`src/rtl/lsu_ctrl.sv`:
```
// lsu_ctrl: load/store controller between the CPU memory stage and a
// word-only data memory. Byte, halfword and word accesses are mapped onto
// aligned 32-bit memory cycles. Sub-word stores use a read-modify-write.
// Sub-word loads are sign- or zero-extended.
//
// Optional feature macro: LSU_MISALIGN_TRAP_EN
//   Defined:   misaligned halfword/word accesses go to an ERR state and end
//              with err+done and no memory access.
//   Undefined: misaligned low address bits are ignored and err is tied 0.
//
// Ports:
//   clk, rst_n         clock, synchronous active-low reset
//   req, we, size,     CPU request. size: 00 byte, 01 half, 1x word.
//   sign_ext, addr,
//   wdata
//   rdata              extended load result, held until the next load ends
//   busy, done, err    handshake status back to the CPU
//   m_read, m_write    data memory strobes (never high together)
//   m_addr, m_din      word address and write data to memory
//   m_dout             combinational read data from memory
module lsu_ctrl (
  input  logic        clk,
  input  logic        rst_n,
  input  logic        req,
  input  logic        we,
  input  logic [1:0]  size,
  input  logic        sign_ext,
  input  logic [31:0] addr,
  input  logic [31:0] wdata,
  output logic [31:0] rdata,
  output logic        busy,
  output logic        done,
  output logic        err,
  output logic        m_read,
  output logic        m_write,
  output logic [31:0] m_addr,
  output logic [31:0] m_din,
  input  logic [31:0] m_dout
);

  typedef enum logic [2:0] {
    IDLE,
    LOAD,
    STORE_W,
    RMW_RD,
    RMW_WR
`ifdef LSU_MISALIGN_TRAP_EN
    , ERR
`endif
  } state_t;

  state_t      state;
  logic [31:0] addr_q;
  logic [31:0] wdata_q;
  logic [1:0]  size_q;
  logic        sign_ext_q;
  logic        we_q;
  logic [31:0] merge_q;

  logic [31:0] load_val;
  logic [7:0]  byte_sel;
  logic [15:0] half_sel;
  logic [31:0] merged;

  // Lane extraction and extension of the memory word for loads. Only the
  // latched request fields steer the selection.
  always_comb begin
    byte_sel = m_dout[{addr_q[1:0], 3'b000} +: 8];
    half_sel = addr_q[1] ? m_dout[31:16] : m_dout[15:0];
    load_val = m_dout;
    case (size_q)
      2'b00:   load_val = {{24{sign_ext_q & byte_sel[7]}}, byte_sel};
      2'b01:   load_val = {{16{sign_ext_q & half_sel[15]}}, half_sel};
      default: load_val = m_dout;
    endcase
  end

  // Merge the store lane into the word captured during RMW_RD. The other
  // bytes keep the values read from memory.
  always_comb begin
    merged = merge_q;
    if (size_q == 2'b00)
      merged[{addr_q[1:0], 3'b000} +: 8] = wdata_q[7:0];
    else
      merged[{addr_q[1], 4'b0000} +: 16] = wdata_q[15:0];
  end

  // Memory-side decode depends only on state and latched fields, so the
  // CPU inputs have no combinational path to the memory port.
  assign busy    = (state != IDLE);
  assign m_read  = (state == LOAD) || (state == RMW_RD);
  assign m_write = ((state == STORE_W) || (state == RMW_WR)) && we_q;
  assign m_addr  = {addr_q[31:2], 2'b00};
  assign m_din   = (state == RMW_WR) ? merged : wdata_q;

`ifndef LSU_MISALIGN_TRAP_EN
  assign err = 1'b0;
`endif

`ifdef LSU_MISALIGN_TRAP_EN
  // A halfword with addr[0] set, or a word with any low bit set, traps.
  logic misaligned;
  assign misaligned = ((size == 2'b01) && addr[0]) ||
                      (size[1] && (addr[1:0] != 2'b00));
`endif

  // Main controller. done/err are one-cycle pulses and default low. The
  // request fields are captured only when a request is accepted in IDLE.
  always_ff @(posedge clk) begin
    if (!rst_n) begin
      state      <= IDLE;
      addr_q     <= '0;
      wdata_q    <= '0;
      size_q     <= '0;
      sign_ext_q <= 1'b0;
      we_q       <= 1'b0;
      merge_q    <= '0;
      rdata      <= '0;
      done       <= 1'b0;
`ifdef LSU_MISALIGN_TRAP_EN
      err        <= 1'b0;
`endif
    end else begin
      done <= 1'b0;
`ifdef LSU_MISALIGN_TRAP_EN
      err  <= 1'b0;
`endif
      case (state)
        IDLE: begin
          if (req) begin
            addr_q     <= addr;
            wdata_q    <= wdata;
            size_q     <= size;
            sign_ext_q <= sign_ext;
            we_q       <= we;
`ifdef LSU_MISALIGN_TRAP_EN
            if (misaligned)
              state <= ERR;
            else
`endif
            if (!we)
              state <= LOAD;
            else if (size[1])
              state <= STORE_W;
            else
              state <= RMW_RD;
          end
        end
        LOAD: begin
          rdata <= load_val;
          done  <= 1'b1;
          state <= IDLE;
        end
        STORE_W: begin
          done  <= 1'b1;
          state <= IDLE;
        end
        RMW_RD: begin
          merge_q <= m_dout;
          state   <= RMW_WR;
        end
        RMW_WR: begin
          done  <= 1'b1;
          state <= IDLE;
        end
`ifdef LSU_MISALIGN_TRAP_EN
        ERR: begin
          done  <= 1'b1;
          err   <= 1'b1;
          state <= IDLE;
        end
`endif
        default: state <= IDLE;
      endcase
    end
  end

endmodule

```
`config.mk`:
```
export PLATFORM = sky130hd
export DESIGN_NAME = lsu_ctrl
export DESIGN_NICKNAME = d
export VERILOG_FILES = /design/src/rtl/lsu_ctrl.sv
export SDC_FILE = /design/constraint.sdc
export NUM_CORES = 1
export LEC_CHECK = 0
export ABC_CLOCK_PERIOD_IN_PS = 2700
export CAP_MARGIN = 20
export CORE_MARGIN = 10
export CORE_UTILIZATION = 48
export DETAILED_ROUTE_END_ITERATION = 10
export PLACE_DENSITY = 0.81
export SYNTH_ARGS = -nofsm -noshare
export SYNTH_HDL_FRONTEND = slang
export SYNTH_SLANG_ARGS = --single-unit
```
`constraint.sdc`:
```
create_clock -name clk -period 2.7 [get_ports clk]
set_clock_uncertainty 0.15 [all_clocks]
set_input_delay 0.27 -clock clk [delete_from_list [all_inputs] [get_ports clk]]
set_output_delay 0.27 -clock clk [all_outputs]
set_load 0.01 [all_outputs]
```
==> metrics.txt, run 1 <==
hold_buf cts 0; clock latency on the worst-skew pair 0.43 ns; clk slew on worst S/H paths 0.05 ns; Root Driver clkbuf_16; share of flip-flops with an asynchronous set or reset 0%; Worst Path Max Fanout 8; register bit total from synthesis 136; die width 141 um; Avg Synthesized Cell Area 8.08 um^2; overall routing resource usage 23.0%; Top FF cell, synth dfxtp_1; Placer Congestion 0.932; switching share of power 25.3%; layout cells sized above 1 10.6%; maximum vdd drop 0.000467 V; power density over the cells 585 mW/mm^2; Yosys top cell area share 38.6%; ANT cells 0; required time of the worst setup path 2.28 ns; CP Capture Type primary output; routed len/inst 19.6 um; worst min-delay path category primary input to register; crit-path leading delay family compound AO/OA/AOI/OAI gates; Remaining DRCs 0; buffers plus inverters on the worst setup path 2; gr ovfl total 0; TritonCTS clock tree done; combinational group share of total power 16.0%; nets 1125; sequential share of the synthesized area 38.6%; internal power 4220 uW; maximum clock frequency 0.384 GHz; Post-synth EDFFs 0; worst-path cell chain inv_1 -> ha_2 -> nor3b_1 -> a211o_4 -> a22o_1 -> dlygate4sd2_1; dpl cell area 0.00889 mm^2; site row count 44; max-cap check violation count 0; Vias 6894; most frequent cells in the layout 210 x nand2_1, 168 x clkdlybuf4s50_1, 133 x dfxtp_1; ratio of routed vias to standard cells 5.68; fin. max-slew vios 0; Final Hold Slack 0.240 ns; Max-slew headroom 49.7%; Core Box Area 0.0145 mm^2; placed insts 1176; largest stage delay on the critical path 0.38 ns; drt initial violations 677; Clock Sinks 136; synthesized area 0.00706 mm^2; antenna violations before repair 0; Yosys warnings 0; vias in the first global route 6654; top cells by area, synth dfxtp_1 39%, nand2_1 11%, a21oi_1 7.1%, mux2i_1 6.0%, buf_4 3.9%; post-route design area 0.00965 mm^2; sequential power share 38.6%; PortBufs 200; Bufs on Longest Clock Path 2; Worst Setup Start Kind register; RSZ-0062 raised after global routing no; dpl hpwl 16600 um; WP data arrival 2.18 ns; H-tree Lvls 4; Setup CP Type register to primary output; Synth Instances 873; fin crit period 2.60 ns; fin crit share 96.5%; Initial Util 48.7%; Chip Height 141 um; Synth area leader dfxtp_1; Clk network pwr share 45.4%; leading cell type in the layout, fill and taps excluded nand2_1; Final setup violation count 0; Fin Setup TNS 0 ns; Cell variety after synth 56; Hold Fails Final Rpt 0; final std cells w/o fill 1214; total CTS buffers 17; Total Wirelength 23700 um; sw power 1430 uW; Leakage 0.00351 uW; Final ANT Viol Nets 0; Slew @ Worst Pin 0.755 ns; drt pass-1 iters 5; die area 0.0199 mm^2; status completed; first-pass GRT wire length 37000 um; Slowest cell on crit path a211o_4; area growth from synthesis to layout 36.8%; I/O pin count 204; largest net degree at the start of global routing 79
==> power by group through the flow <==
stage | registers (uW) | clock network (uW) | logic, uW
6_report | 2180 | 2570 | 903
5_1_grt | 2190 | 2660 | 972
4_1_cts | 2180 | 2590 | 900
3_5_place_dp | 2210 | 0 | 894
3_3_place_gp | 2210 | 0 | 889
2_1_floorplan | 2190 | 0 | 507
==> registers in the layout (all words and copies together), names as in the netlist <==
register	count
addr_q	32
done	1
merge_q	32
rdata	32
sign_ext_q	1
size_q	2
state	3
wdata_q	32
we_q	1
==> cell usage after synthesis, drive strengths merged (3+ instances only) <==
master	n
clkbuf	40
a221o	16
nand4	16
nand4b	8
o41ai	4
mux4	3
buf	70
dfxtp	136
nor3b	8
or3b	5
nand2b	12
and2	18
nor2	7
ha	5
o22ai	32
nor3	20
mux2	9
o21ai	21
mux2i	42
nand3b	9
nand3	16
inv	20
a21o	3
a311oi	7
a22o	8
a21oi	100
nand2	210
and3	5
==> stage by stage <==
step / worst slack [ns] / total power, uW / utilization (%)
after detailed placement: 0.190 / 3110 / 61.4
after global routing: 0.00333 / 5820 / 66.7
final: 0.0956 / 5650 / 66.7
after global placement: 0.207 / 3100 / 61.4
after floorplan: 0.122 / 2700 / -
after CTS: 0.00731 / 5660 / 66.5
==> what timing repair did <==
action / in CTS / in global routing
setup endpoints to repair: 32 / 4
gates resized for setup: 57 / 7
setup buffers: 4 / 2
gates cloned: 0 / 0
pin swaps: 2 / 0
==> per-layer routing <==
| layer | share of wire (%) | global-route usage (%) |
|---|---|---|
| met3 | 10 | 7.93 |
| met2 | 46 | 35.7 |
| met4 | 2.7 | 8.75 |
| met5 | 0 | 0 |
| met1 | 41 | 28.6 |
==> area by class of cell <==
cell class,count,area (um^2)
sequential,136,2730
clock inverter,10,165
timing repair buffer,233,2270
multi-input combinational,609,3690
inverter,20,76.3
clock buffer,22,494
fill,1179,4820
tap,184,230
==> worst min-delay path: stages <==
cell	delay, ns
clkdlybuf4s50_1	0.39
nand2_1	0.05
a21oi_1	0.05
==> kinds of logic after synthesis <==
family / share of synthesized area, %
and+or+nand+nor: 23.9
AOI/OAI and AO/OA: 17.9
DFF: 38.6
buffers and inverters: 10.2
muxes: 8.35
adders and majority gates: 0.887
other: 0.0531
xor gates and xnor gates: 0.124
==> path summary, 6_finish.rpt <==
check                           from                  endpoint  slack [ns]  cells past startpoint
max           addr_q[0]$_SDFFE_PN0P_                  m_din[1]         0.1                      6
min                        wdata[26]  wdata_q[26]$_SDFFE_PN0P_        0.24                      3
max reg2reg   size_q[1]$_SDFFE_PN0P_    rdata[28]$_SDFFE_PN0P_        0.62                      5
min reg2reg  addr_q[29]$_SDFFE_PN0P_   addr_q[29]$_SDFFE_PN0P_        0.30                      2
No activity file was read; power rests on OpenSTA's default activity.
==> inputs of run 2 (changes only) <==
Settings changed: ABC_CLOCK_PERIOD_IN_PS 2700 to 3000, CORE_ASPECT_RATIO set to 1.75, CORE_UTILIZATION 48 to 52, PLACE_DENSITY 0.81 to 0.86.
Clock period 2.7 ns to 3 ns, I/O delays scaled along.
==> run 2 against run 1 <==
Net effect: register-to-register slack gained 0.18 ns; sequential power down 10%; cell area shrank 0.75%; count of clock-buffer cells in the layout shrank 4; via count rose by 1.2%; global-route usage is 3.0 points higher; non-clock buffer count down 4; utilization up 4.9 points; sequential cell count did not move; die area fell by 5.7%; sequential share of layout area increased by 0.19 points; wire length up 4.9%; largest cell class unchanged; largest power group unchanged; highest routed layer unchanged.
==> metrics.txt, run 2 (synthesized netlist as in run 1, its figures left out) <==
internal power 3570 uW; Bufs on Longest Clock Path 2; Placer Congestion 0.950; area growth from synthesis to layout 35.8%; Leakage 0.00345 uW; nets 1121; die area 0.0188 mm^2; required time of the worst setup path 2.55 ns; vias in the first global route 6863; Slowest cell on crit path clkdlybuf4s50_1; Max-slew headroom 49.7%; die width 108 um; Hold Fails Final Rpt 0; worst-path cell chain inv_1 -> ha_2 -> nor3b_2 -> a211o_4 -> a22o_1 -> clkdlybuf4s50_1; PortBufs 200; Total Wirelength 24900 um; total CTS buffers 17; combinational group share of total power 16.8%; drt initial violations 507; Slew @ Worst Pin 0.755 ns; Setup WS post-layout 0.0631 ns; buffers plus inverters on the worst setup path 2; maximum vdd drop 0.000409 V; fin crit share 97.9%; Chip Height 174 um; sw power 1360 uW; site row count 56; most frequent cells in the layout 210 x nand2_1, 193 x clkdlybuf4s50_1, 135 x dfxtp_1; Root Driver clkbuf_16; Worst Path Max Fanout 8; H-tree Lvls 4; Vias 6977; Setup CP Type register to primary output; fin. max-slew vios 0; RSZ-0062 raised after global routing yes; fill count 1047; fin crit period 2.94 ns; status completed; largest stage delay on the critical path 0.50 ns; leading cell type in the layout, fill and taps excluded nand2_1; Worst Setup Start Kind register; switching share of power 27.5%; maximum clock frequency 0.340 GHz; crit-path leading delay family compound AO/OA/AOI/OAI gates; Initial Util 52.7%; power density over the cells 515 mW/mm^2; overall routing resource usage 26.0%; ratio of routed vias to standard cells 5.81; Final ANT Viol Nets 0; routed len/inst 20.7 um; pre-CTS setup slack 0.381 ns; area occupied by multi-input gates 0.00370 mm^2; clk slew on worst S/H paths 0.07 ns; clock latency on the worst-skew pair 0.42 ns; hold_buf cts 0; drt pass-1 iters 6; TritonCTS clock tree done; gr ovfl total 0; layout cells sized above 1 9.75%; WP data arrival 2.49 ns; worst min-delay path category primary input to register; Clock Sinks 136; I/O pin count 204; Fin Setup TNS 0 ns; max-cap check violation count 0; storage element area 0.00272 mm^2; Clk network pwr share 43.4%; CP Capture Type primary output; Remaining DRCs 0; dpl hpwl 18300 um; Final setup violation count 0; largest net degree at the start of global routing 70; antenna violations before repair 1; Design Power 4930 uW; sequential power share 39.8%; Core Box Area 0.0134 mm^2; first-pass GRT wire length 38300 um
run 2: changes by cell type in the layout (fill, tap and decap cells not counted), moves of 3 or more:
cell             before  now
buf_12                4    1
clkinv_4              2    5
clkdlybuf4s50_1     168  193
inv_6                 0    4
dlymetal6s2s_1        0    7
clkbuf_2              3    0
clkbuf_8              5    1
dlygate4sd2_1        29    0
run 2: repair_timing:
action,CTS,global route
setup endpoints to repair,21,28
pin swaps,0,1
resized for setup,5,19
buffers inserted,0,1
run 2: power groups by stage:
| stage | Combinational (uW) | Sequential, uW | Clock, uW |
|---|---|---|---|
| 2_1_floorplan | 456 | 1970 | 0 |
| 3_3_place_gp | 801 | 2000 | 0 |
| 3_5_place_dp | 807 | 2000 | 0 |
| 4_1_cts | 817 | 1960 | 2160 |
| 5_1_grt | 888 | 1970 | 2240 |
| 6_report | 830 | 1960 | 2140 |
run 2: per-layer routing:
layer	share of wire, %	vias to the layer above	wire, um	GRT usage [%]
met4	7.2	0	1800	17.1
met5	0	-	0	0
li1	-	3294	-	-
met3	7.3	99	1810	7.04
met2	51	329	12800	45.4
met1	34	3255	8500	25.8
run 2: layout make-up:
| type | instances | area share [%] |
|---|---|---|
| multi-input cells | 609 | 38.6 |
| clock buffers | 18 | 4.58 |
| well taps | 174 | 2.27 |
| repair buffers | 229 | 23.6 |
| flip-flops and latches | 136 | 28.4 |
| clock inverters | 14 | 1.70 |
| inverters | 20 | 0.797 |
| diodes | 1 | 0.0261 |
run 2: stage by stage:
stage               hold WS (ns)  util, %  cells  instance area (um^2)
floorplan                  0.243        -    875                  7060
global placement           0.290     66.3   1167                  8870
detailed placement         0.295     66.3   1167                  8870
CTS                        0.261     70.9   1199                  9490
global route               0.277     71.6   1201                  9580
finish                     0.270     71.6   1201                  9580
run 2: worst register-to-register path, delay by kind of cell (launching register included):
kind	cells	cell delay, ns
buffers and inverters	3	0.92
flip-flops	1	0.67
AO/OA/AOI/OAI	2	0.33
run 2: worst paths after layout:
| check | from | end | slack, ns | cells past startpoint |
|---|---|---|---|---|
| setup reg to reg | size_q[1]$_SDFFE_PN0P_ | rdata[21]$_SDFFE_PN0P_ | 0.80 | 5 |
| setup / recovery | addr_q[0]$_SDFFE_PN0P_ | m_din[0] | 0.06 | 6 |
| hold / removal | addr[19] | addr_q[19]$_SDFFE_PN0P_ | 0.27 | 3 |
| hold reg to reg | addr_q[21]$_SDFFE_PN0P_ | addr_q[21]$_SDFFE_PN0P_ | 0.30 | 2 |
==> inputs of run 3 (changes only) <==
Settings changed: GPL_ROUTABILITY_DRIVEN set to 0.
==> run 3 against run 2 <==
Net effect: worst hold slack better by 0.0076 ns; sequential share of layout area decreased by 0.074 points; sequential cell count unchanged; clock power grew 15%; critical endpoint is now m_din[24].
==> metrics.txt, run 3 (synthesized netlist as in run 1, its figures left out) <==
Final ANT Viol Nets 0; dpl hpwl 17800 um; drt initial violations 619; H-tree Lvls 4; fin crit share 97.8%; drt pass-1 iters 6; maximum vdd drop 0.000565 V; Chip Height 174 um; Max-slew headroom 45.2%; leading cell type in the layout, fill and taps excluded nand2_1; worst min-delay path category primary input to register; max-cap check violation count 0; Worst Path Max Fanout 9; Slew @ Worst Pin 0.821 ns; first-pass GRT wire length 37500 um; site row count 56; die area 0.0188 mm^2; Root Driver clkbuf_16; required time of the worst setup path 2.55 ns; status completed; placed insts 1166; Setup CP Type register to primary output; die width 108 um; Setup WS post-layout 0.0658 ns; fill count 1009; PortBufs 200; area growth from synthesis to layout 36.3%; largest stage delay on the critical path 0.55 ns; area occupied by multi-input gates 0.00367 mm^2; largest net degree at the start of global routing 74; I/O pin count 204; total CTS buffers 17; antenna violations before repair 1; Leakage 0.00338 uW; Final setup violation count 0; Clock Sinks 136; crit-path leading delay family buffers and inverters; pre-CTS setup slack 0.117 ns; most frequent cells in the layout 210 x nand2_1, 198 x clkdlybuf4s50_1, 135 x dfxtp_1; internal power 3950 uW; sequential power share 37.5%; power density over the cells 545 mW/mm^2; Total Wirelength 24700 um; switching share of power 24.7%; vias in the first global route 6704; Vias 7076; gr ovfl total 0; CP Capture Type primary output; maximum clock frequency 0.341 GHz; Worst Setup Start Kind register; TritonCTS clock tree done; routed len/inst 20.6 um; overall routing resource usage 25.1%; Core Box Area 0.0134 mm^2; layout cells sized above 1 9.37%; clock latency on the worst-skew pair 0.41 ns; nets 1120; final std cells w/o fill 1200; Bufs on Longest Clock Path 2; fin crit period 2.93 ns; Hold Fails Final Rpt 0; sw power 1290 uW; buffers plus inverters on the worst setup path 2; Fin Setup TNS 0 ns; hold depth 3; Initial Util 52.7%; fin. max-slew vios 0; combinational group share of total power 15.7%; Design Power 5240 uW; Reg2Reg Depth 4; Slowest cell on crit path clkdlybuf4s50_1; storage element area 0.00273 mm^2; Critical Path Stages 6; ratio of routed vias to standard cells 5.90; Core Util, Final 71.8%; worst-path cell chain inv_1 -> ha_2 -> or3b_4 -> o22ai_2 -> a221o_1 -> clkdlybuf4s50_1; WP data arrival 2.48 ns; clk slew on worst S/H paths 0.06 ns; Remaining DRCs 0; Clk network pwr share 46.9%
run 3: power groups by stage:
| stage | registers [uW] | clock network (uW) | logic [uW] |
|---|---|---|---|
| after floorplan | 1970 | 0 | 456 |
| after global placement | 2000 | 0 | 790 |
| after detailed placement | 2000 | 0 | 799 |
| after CTS | 1960 | 2470 | 815 |
| after global routing | 1970 | 2540 | 879 |
| final | 1960 | 2460 | 822 |
run 3: final cells by class:
| class | instances | share of cell area, % |
|---|---|---|
| Antenna cell | 1 | 0.0260 |
| Clock buffer | 20 | 4.54 |
| Clock inverter | 12 | 2.56 |
| Inverter | 20 | 0.794 |
| Multi-Input combinational cell | 609 | 38.2 |
| Sequential cell | 136 | 28.4 |
| Tap cell | 174 | 2.26 |
| Timing Repair Buffer | 228 | 23.3 |
run 3: final timing paths:
kind | start | end | slack, ns
worst max-delay path | addr_q[1]$_SDFFE_PN0P_ | m_din[24] | 0.07
worst max register to register | size_q[1]$_SDFFE_PN0P_ | rdata[6]$_SDFFE_PN0P_ | 0.94
worst min-delay path | sign_ext | sign_ext_q$_SDFFE_PN0P_ | 0.28
worst min register to register | addr_q[29]$_SDFFE_PN0P_ | addr_q[29]$_SDFFE_PN0P_ | 0.30
run 3: repair_timing:
action                     CTS  global route
setup buffers                1             0
setup endpoints to repair   32            23
cloned                       0             0
hold buffers                 0             0
gates resized for setup      6             9
pin swaps                    1             1
run 3: through the flow:
step	hold slack, ns	cell area (um^2)
global route	0.283	9620
floorplan	0.243	7060
global placement	0.288	8860
finish	0.278	9620
CTS	0.272	9580
detailed placement	0.297	8860
run 3: tightest hold or removal path, delay by kind of cell:
family          cells  cell delay [ns]
compound gates      1             0.05
simple gates        1             0.05
buf+inv             1             0.39
run 3: routing by layer:
metal | track usage [%] | up-vias | routed length, um
met2 | 42.9 | 396 | 12500
met3 | 7.85 | 87 | 2140
met4 | 15.9 | 0 | 1580
met1 | 25.5 | 3306 | 8520
met5 | 0 | - | 0
li1 | - | 3287 | -
